$ cat config.mk
export PLATFORM = sky130hd
export DESIGN_NAME = cpu_seq_ctrl
export DESIGN_NICKNAME = d
export VERILOG_FILES = /design/src/rtl/cpu_seq_ctrl.sv
export SDC_FILE = /design/constraint.sdc
export NUM_CORES = 1
export LEC_CHECK = 0
export ABC_AREA = 1
export CORE_UTILIZATION = 45
export CTS_CLUSTER_DIAMETER = 120
export DETAILED_ROUTE_END_ITERATION = 10
export PLACE_DENSITY = 0.9
export RECOVER_POWER = 25
export SYNTH_ARGS = -nofsm -noshare
export SYNTH_HDL_FRONTEND = slang
export SYNTH_SLANG_ARGS = --single-unit
$ cat constraint.sdc
create_clock -name clk -period 2.31 [get_ports clk]
set_input_delay 0.3465 -clock clk [delete_from_list [all_inputs] [get_ports clk]]
set_output_delay 0.3465 -clock clk [all_outputs]
set_load 0.005 [all_outputs]
$ cat src/rtl/cpu_seq_ctrl.sv
// Multi-cycle FETCH/EXEC/WB control sequencer for the 4-bit CPU datapath.
// Owns the program counter, instruction register and latched jump target.
module cpu_seq_ctrl #(
  parameter int                PC_W    = 3,
  parameter int                OP_W    = 4,
  parameter logic [OP_W-1:0]   HALT_OP = 4'hF
) (
  input  logic            clk,
  input  logic            rst_n,
  input  logic            run,
  input  logic [OP_W-1:0] rom_data,
  input  logic [PC_W-1:0] jmp_tgt,
  input  logic            zero_flag,
  input  logic            carry_flag,
  output logic [PC_W-1:0] rom_addr,
  output logic [2:0]      alu_op,
  output logic            mux_sel,
  output logic            reg_we,
  output logic            flag_we,
  output logic            halted,
  output logic [2:0]      state_o
);

  typedef enum logic [2:0] {
    S_IDLE  = 3'd0,
    S_FETCH = 3'd1,
    S_EXEC  = 3'd2,
    S_WB    = 3'd3,
    S_HALT  = 3'd4
  } state_t;

  localparam logic [OP_W-1:0] OP_NOP = OP_W'(0);
  localparam logic [OP_W-1:0] OP_LDI = OP_W'(1);
  localparam logic [OP_W-1:0] OP_ADD = OP_W'(2);
  localparam logic [OP_W-1:0] OP_SUB = OP_W'(3);
  localparam logic [OP_W-1:0] OP_AND = OP_W'(4);
  localparam logic [OP_W-1:0] OP_OR  = OP_W'(5);
  localparam logic [OP_W-1:0] OP_XOR = OP_W'(6);
  localparam logic [OP_W-1:0] OP_JMP = OP_W'(7);
  localparam logic [OP_W-1:0] OP_JZ  = OP_W'(8);
  localparam logic [OP_W-1:0] OP_JC  = OP_W'(9);

  localparam logic [2:0] ALU_PASS = 3'd0;
  localparam logic [2:0] ALU_ADD  = 3'd1;
  localparam logic [2:0] ALU_SUB  = 3'd2;
  localparam logic [2:0] ALU_AND  = 3'd3;
  localparam logic [2:0] ALU_OR   = 3'd4;
  localparam logic [2:0] ALU_XOR  = 3'd5;

  state_t          state, state_nxt;
  logic [PC_W-1:0] pc;
  logic [OP_W-1:0] ir;
  logic [PC_W-1:0] tgt;
  logic            dec_rwe, dec_fwe, dec_mux;
  logic [2:0]      dec_alu;
  logic            take_jump;

  // Returns {reg_we, flag_we, alu_op[2:0], mux_sel}; reserved and halt opcodes decode as NOP.
  function automatic logic [5:0] decode(input logic [OP_W-1:0] op);
    logic [5:0] d;
    d = {1'b0, 1'b0, ALU_PASS, 1'b0};
    case (op)
      OP_LDI:  d = {1'b1, 1'b1, ALU_PASS, 1'b1};
      OP_ADD:  d = {1'b1, 1'b1, ALU_ADD,  1'b1};
      OP_SUB:  d = {1'b1, 1'b1, ALU_SUB,  1'b1};
      OP_AND:  d = {1'b1, 1'b1, ALU_AND,  1'b1};
      OP_OR:   d = {1'b1, 1'b1, ALU_OR,   1'b1};
      OP_XOR:  d = {1'b1, 1'b1, ALU_XOR,  1'b1};
      default: d = {1'b0, 1'b0, ALU_PASS, 1'b0};
    endcase
    return d;
  endfunction

  always_comb begin
    {dec_rwe, dec_fwe, dec_alu, dec_mux} = decode(ir);
    take_jump = (ir == OP_JMP) ||
                ((ir == OP_JZ) && zero_flag) ||
                ((ir == OP_JC) && carry_flag);
  end

  always_ff @(posedge clk or negedge rst_n) begin
    if (!rst_n) begin
      state <= S_IDLE;
      pc    <= '0;
      ir    <= OP_NOP;
      tgt   <= '0;
    end else begin
      state <= state_nxt;
      if (state == S_FETCH) ir <= rom_data;
      if (state == S_EXEC)  tgt <= jmp_tgt;
      if (state == S_WB)    pc <= take_jump ? tgt : pc + PC_W'(1);
    end
  end

  // Next state: run is only looked at on instruction boundaries (IDLE, WB).
  always_comb begin
    state_nxt = S_IDLE;
    case (state)
      S_IDLE:  state_nxt = run ? S_FETCH : S_IDLE;
      S_FETCH: state_nxt = S_EXEC;
      S_EXEC:  state_nxt = (ir == HALT_OP) ? S_HALT : S_WB;
      S_WB:    state_nxt = run ? S_FETCH : S_IDLE;
      S_HALT:  state_nxt = S_HALT;
      default: state_nxt = S_IDLE;
    endcase
  end

  // Datapath controls are decoded from IR and gated by state, so strobes exist only in WB.
  always_comb begin
    alu_op  = ALU_PASS;
    mux_sel = 1'b0;
    reg_we  = 1'b0;
    flag_we = 1'b0;
    if (state == S_EXEC || state == S_WB) begin
      alu_op  = dec_alu;
      mux_sel = dec_mux;
    end
    if (state == S_WB) begin
      reg_we  = dec_rwe;
      flag_we = dec_fwe;
    end
  end

  assign halted   = (state == S_HALT);
  assign rom_addr = pc;
  assign state_o  = state;

endmodule

==> metrics.md, run 1 <==
| Metric | Value |
|---|---|
| Clk pin slew, worst setup/hold paths | 0.08 ns |
| Arr. time, crit path | 1.81 ns |
| CP Max Fanout | 5 |
| Synthesis Warnings | 0 |
| Maxcap violations | 0 |
| First-pass GRT wire length | 2.739 mm |
| Compound-Gate Fraction of Synth Area | 7.376% |
| #FFs+latches synth | 13 |
| Synth top area cells | dfrtp_1 45%, nand2_1 11%, nand3_1 5.5% |
| Ratio of cells with drive above 1 in the final layout | 15.38% |
| Worst Max-Slew Pin Slew | 0.5807 ns |
| Clk Tree Root Cell | clkbuf_4 |
| H-Tree Depth | 1 |
| CTS tree | built |
| Outcome | finished with violations |
| Tcrit/Tclk final | 93.44% |
| Mux cell area share after synthesis | 2.058% |
| # IOs | 25 |
| Syn_nets | 103 |
| Combinational power share | 53.2% |
| Busiest grt layer | met2 |
| Syn avg cell area | 8.105 um^2 |
| Cell accounting for the most synthesized area | dfrtp_1 |
| Reg-to-Reg Start | ir[0] |
| DR DRC count | 1 |
| Critical path class | reg2out |
| Sw frac | 43.83% |
| Die Wd | 42.26 um |
| Final hold violations | 0 |
| Synth Cell Area | 729.5 um^2 |
| Pleak | 0.4737 nW |
| Core area | 0.001506 mm^2 |
| Worst reg2reg setup slack | 1.09 ns |
| Worst-skew pair later-pin latency | 0.27 ns |
| Sequential power share | 36.2% |
| Worst hold path type | in2async |
| Met1 usage | 25.70% |
| Setup Skew | 0.001671 ns |
| Cts bufs inserted | 3 |
| GP Congestion | 0.7538 |
| Row cnt | 14 |
| Relative slew margins | 61.16% |
| Die height | 42.26 um |
| Critical Path RT | 1.96 ns |
| Initial core utilization | 48.42% |
| Initial antenna violation count | 0 |
| Ys async rst share | 100.0% |
| Fin nets | 131 |
| TNS Setup | 0 ns |
| Worst setup path start | state_o[2] |
| RR Endpoint | rom_addr[0] |
| Crit path capture | alu_op[0] |
| Post-CTS Resized | 0 |
| Failing checks | DRC |
| # diodes | 0 |
| Initial DRC Count | 11 |
| Internal power | 0.7352 mW |
| RSZ-0062 raised after global routing | no |
| Maximum VDD drop | 0.0006878 V |
| Netlist cell types | 24 |
| Vias in the first global route | 624 |
| Clk buf depth | 2 |
| Final setup vio count | 0 |
| HPWL after DPL | 1.245 mm |
| Post-synthesis sequential area ratio | 44.60% |
| Clock Power Share | 10.6% |
| Minimum clock period | 2.159 ns |
| Num Clock Sinks | 13 |
| Gate Count Post-Synth | 90 |
| Max Fclk | 0.4633 GHz |
| Total power draw | 1.309 mW |
| Area growth from synthesis to layout | 38.42% |
| Pins over their slew limit | 0 |
| GR Layer Usage met2 | 33.85% |
| Hold buffer count at cts | 0 |
| Largest family of logic cells by synthesized area | simple AND/OR/NAND/NOR gates |
| Switching pwr | 0.5737 mW |
| DRT antenna net count | 0 |
| Vias post-DR | 666 |
| Xor/xnor share of the synthesized area | 1.201% |
| FILL cells | 124 |
| Post-CTS setup buffers | 0 |
| All-Layer GR Usage | 21.00% |
| Simple-gate area share of the yosys netlist | 35.33% |
| Reg2Reg Depth | 8 |
| Total Wirelength | 1.623 mm |
| Type of origin of the critical path | flop |
| Top-area cell type share of the netlist area | 44.60% |
| Die area | 0.001786 mm^2 |
| Post-synth EDFFs | 0 |
| Drt first pass iters | 7 |
| Adder-Cell Fraction of Synth Area | 1.715% |
| Top-count cell post-synth | nand2_1 |
| Synth Flop Type | dfrtp_1 |
| Pwr/cell area | 1296 mW/mm^2 |
| Commonest cells post-synth | 21 x nand2_1, 13 x dfrtp_1, 9 x inv_1, 8 x nand3_1, 8 x nor2_1 |
| Total gr overflow | 0 |
| Avg Vias per Cell | 5.008 |
| I/O Buffers | 24 |
| Utilization after layout | 67.03% |
| WL/cell | 12.20 um |
| M3 GR Usage | 6.034% |
| Pin count of the biggest net entering global routing | 14 |
| CP endpoint kind | output pin |
[placed cells by master (no fill, tap or decap)]
cell type / synthesis / routed
nor3_4: 1 / 1
clkbuf_4: 0 / 3
nand3_1: 8 / 8
dlygate4sd3_1: 0 / 1
xnor2_1: 1 / 1
o22ai_1: 1 / 1
a21oi_1: 4 / 4
nor3_1: 2 / 2
inv_2: 4 / 4
nand2_1: 21 / 21
nand2_2: 3 / 3
nor4_1: 1 / 1
mux2_4: 1 / 1
nor2_2: 2 / 2
nor2_1: 8 / 8
nor2_4: 1 / 1
nand3_4: 1 / 1
nand3_2: 1 / 1
o21ai_0: 3 / 3
o31ai_1: 1 / 1
clkinv_2: 0 / 1
dfrtp_1: 13 / 13
inv_1: 9 / 9
clkdlybuf4s50_1: 0 / 23
o21ai_1: 1 / 1
or2_1: 1 / 1
ha_1: 1 / 1
[routing by layer]
layer	up-vias	part of all wire, %
met5	-	0
met4	0	1.3
met3	2	5.1
met2	21	50
met1	295	44
li1	348	-
[layout make-up]
| cell class | count | area (um^2) | share of cell area [%] |
|---|---|---|---|
| Multi-Input combinational cell | 63 | 347.8 | 34.45 |
| Inverter | 13 | 48.80 | 4.833 |
| Sequential cell | 13 | 325.3 | 32.22 |
| Tap cell | 16 | 20.02 | 1.983 |
| Clock inverter | 1 | 5.005 | 0.4957 |
| Clock buffer | 3 | 22.52 | 2.230 |
| Timing Repair Buffer | 24 | 240.2 | 23.79 |
[critical path, cell delays in order, from the launching register on]
cell and delay [ns]:
dfrtp_1 0.45, inv_2 0.14, nand2_1 0.13, nor4_1 0.24, clkdlybuf4s50_1 0.58
[flip-flops by register name (all words and copies together) (netlist names)]
| register | count |
|---|---|
| state_o | 3 |
| tgt | 3 |
| ir | 4 |
| rom_addr | 3 |
[cell families after synthesis]
| family | count (synthesis) |
|---|---|
| mux | 1 |
| flops | 13 |
| fa+ha+maj | 1 |
| simple gates | 50 |
| buf+inv | 14 |
| compound gates | 10 |
| xor+xnor | 1 |
[per-stage QoR]
| stage | instances | setup WS, ns | instance area (um^2) | hold slack (ns) |
|---|---|---|---|---|
| detailed placement | 129 | 0.4811 | 982.2 | 0.5145 |
| global placement | 129 | 0.5059 | 982.2 | 0.5063 |
| CTS | 133 | 0.1681 | 1010 | 0.4552 |
| floorplan | 90 | 0.9145 | 729.5 | 0.05091 |
| global route | 133 | 0.01612 | 1010 | 0.5403 |
| finish | 133 | 0.1515 | 1010 | 0.5073 |
[worst min path at each step]
| stage | from | end | slack (ns) | depth (start not counted) |
|---|---|---|---|---|
| after detailed placement | rom_addr[1] | rom_addr[1] | 0.51 | 2 |
| after global placement | rom_addr[1] | rom_addr[1] | 0.51 | 2 |
| after global routing | rst_n | state_o[0] | 0.54 | 1 |
| final | rst_n | rom_addr[1] | 0.51 | 1 |
| after floorplan | rst_n | ir[0] | 0.05 | 0 |
| after CTS | rst_n | ir[0] | 0.46 | 1 |
[power by group through the flow]
| stage | registers [mW] | logic (mW) | clock network, mW |
|---|---|---|---|
| after CTS | 0.470 | 0.703 | 0.144 |
| after detailed placement | 0.474 | 0.693 | 0 |
| final | 0.474 | 0.696 | 0.139 |
| after global routing | 0.487 | 0.785 | 0.158 |
| after floorplan | 0.453 | 0.444 | 0 |
| after global placement | 0.463 | 0.666 | 0 |
Note: power is estimated with default switching activity, not from simulation.
==> run 2, diff against run 1 <==
CORE_MARGIN = 2   (was default)
SLEW_MARGIN = 20   (was default)
==> metrics.md, run 2 (synthesis gave the netlist of run 1 again) <==
| Metric | Value |
|---|---|
| Outcome | finished clean |
| Ratio of cells with drive above 1 in the final layout | 14.53% |
| Worst Max-Slew Pin Slew | 0.6059 ns |
| CTS tree | built |
| Initial core utilization | 48.42% |
| Critical Path RT | 1.96 ns |
| Tcrit/Tclk final | 92.65% |
| Minimum clock period | 2.140 ns |
| Core area | 0.001506 mm^2 |
| Type of origin of the critical path | flop |
| Maxcap violations | 0 |
| Fin nets | 131 |
| Die Wd | 44.26 um |
| Pwr/cell area | 1292 mW/mm^2 |
| All-Layer GR Usage | 18.81% |
| Critical-path top delay cell | clkdlybuf4s50_1 |
| RR Endpoint | rom_addr[2] |
| Buf/Inv on CP | 3 |
| Worst hold path type | in2async |
| Num Clock Sinks | 13 |
| Max incr delay on CP | 0.52 ns |
| Die area | 0.001959 mm^2 |
| Area growth from synthesis to layout | 38.25% |
| Setup Skew | 0.007879 ns |
| Reg2Reg Depth | 8 |
| CP endpoint kind | output pin |
| Initial antenna violation count | 0 |
| Clk buf depth | 2 |
| I/O Buffers | 24 |
| Reg-to-Reg Start | ir[0] |
| Pin count of the biggest net entering global routing | 14 |
| # diodes | 0 |
| Row cnt | 14 |
| Cts bufs inserted | 3 |
| Clk pin slew, worst setup/hold paths | 0.08 ns |
| WL/cell | 12.05 um |
| Vias post-DR | 670 |
| Biggest register | ir |
| RSZ-0062 raised after global routing | no |
| Pleak | 0.4710 nW |
| Cell mode on critical path | inv_2 |
| Drt first pass iters | 4 |
| CP Max Fanout | 6 |
| HPWL after DPL | 1.226 mm |
| Most common cell after layout, fill and taps aside | clkdlybuf4s50_1 |
| Post-CTS setup buffers | 0 |
| # IOs | 25 |
| TNS Setup | 0 ns |
| Crit-path cells | inv_2 > nor2_4 > nand2_1 > o31ai_1 > inv_2 > nor2_1 > clkdlybuf4s50_1 |
| Worst reg2reg setup slack | 1.11 ns |
| Worst setup path start | ir[2] |
| FILL cells | 117 |
| Relative slew margins | 59.47% |
| DRT antenna net count | 0 |
| Most frequent cells in the layout | 23 x clkdlybuf4s50_1, 21 x nand2_1, 13 x dfrtp_1 |
| Final hold violations | 0 |
| Worst-skew pair later-pin latency | 0.28 ns |
| DR DRC count | 0 |
| Die height | 44.26 um |
| Total Wirelength | 1.603 mm |
| First-pass GRT wire length | 2.677 mm |
| Pins over their slew limit | 0 |
| H-Tree Depth | 1 |
| Total gr overflow | 0 |
| Largest register FFs | 4 |
| Max Fclk | 0.4672 GHz |
| Maximum VDD drop | 0.0006722 V |
| Avg Vias per Cell | 5.038 |
| Initial DRC Count | 7 |
| Critical path class | reg2out |
| Arr. time, crit path | 1.79 ns |
| Final setup vio count | 0 |
| Hold buffer count at cts | 0 |
| Post-CTS Resized | 0 |
| Total power draw | 1.303 mW |
| Vias in the first global route | 611 |
| GP Congestion | 0.7472 |
| Clk Tree Root Cell | clkbuf_4 |
| Family with the most delay on the worst path | buffers and inverters |
run 2: cell count changes in the layout (fill, tap and decap cells not counted):
cell	delta
clkbuf_1	+1
clkinv_2	-1
run 2: layout make-up:
class	count	area, um^2	area share, %
timing repair buffer	24	240.2	23.82
tap	16	20.02	1.985
multi-input combinational	63	347.8	34.49
clock buffer	4	26.28	2.605
inverter	13	48.80	4.839
sequential	13	325.3	32.26
run 2: where the power goes:
group | switching, mW | internal (mW) | leakage, nW
Combinational | 0.354 | 0.335 | 0.299
Sequential | 0.134 | 0.337 | 0.157
Clock | 0.0757 | 0.0671 | 0.0150
Total | 0.564 | 0.739 | 0.471
run 2: worst max-delay path by stage:
stage	endpoint	slack, ns	depth (start not counted)
6_report	flag_we	0.17	7
5_1_grt	reg_we	0.03	7
4_1_cts	flag_we	0.16	7
3_5_place_dp	flag_we	0.47	7
3_3_place_gp	reg_we	0.50	7
2_1_floorplan	reg_we	0.91	4
run 2: routing by layer:
layer	wire length (um)	global-route usage [%]	up-vias
li1	-	-	343
met1	728	25.33	302
met2	782	29.41	20
met3	52	1.633	5
met4	39	11.52	0
met5	0	0	-
run 2: through the flow:
| stage | hold WS [ns] | cell area, um^2 | std cells | setup slack [ns] | util, % |
|---|---|---|---|---|---|
| detailed placement | 0.5049 | 982.2 | 129 | 0.4729 | 65.20 |
| CTS | 0.4616 | 1008 | 133 | 0.1647 | 66.94 |
| finish | 0.5080 | 1008 | 133 | 0.1697 | 66.94 |
| global placement | 0.5020 | 982.2 | 129 | 0.5039 | 65.20 |
| global route | 0.5613 | 1008 | 133 | 0.02930 | 66.94 |
| floorplan | 0.05091 | 729.5 | 90 | 0.9145 | - |
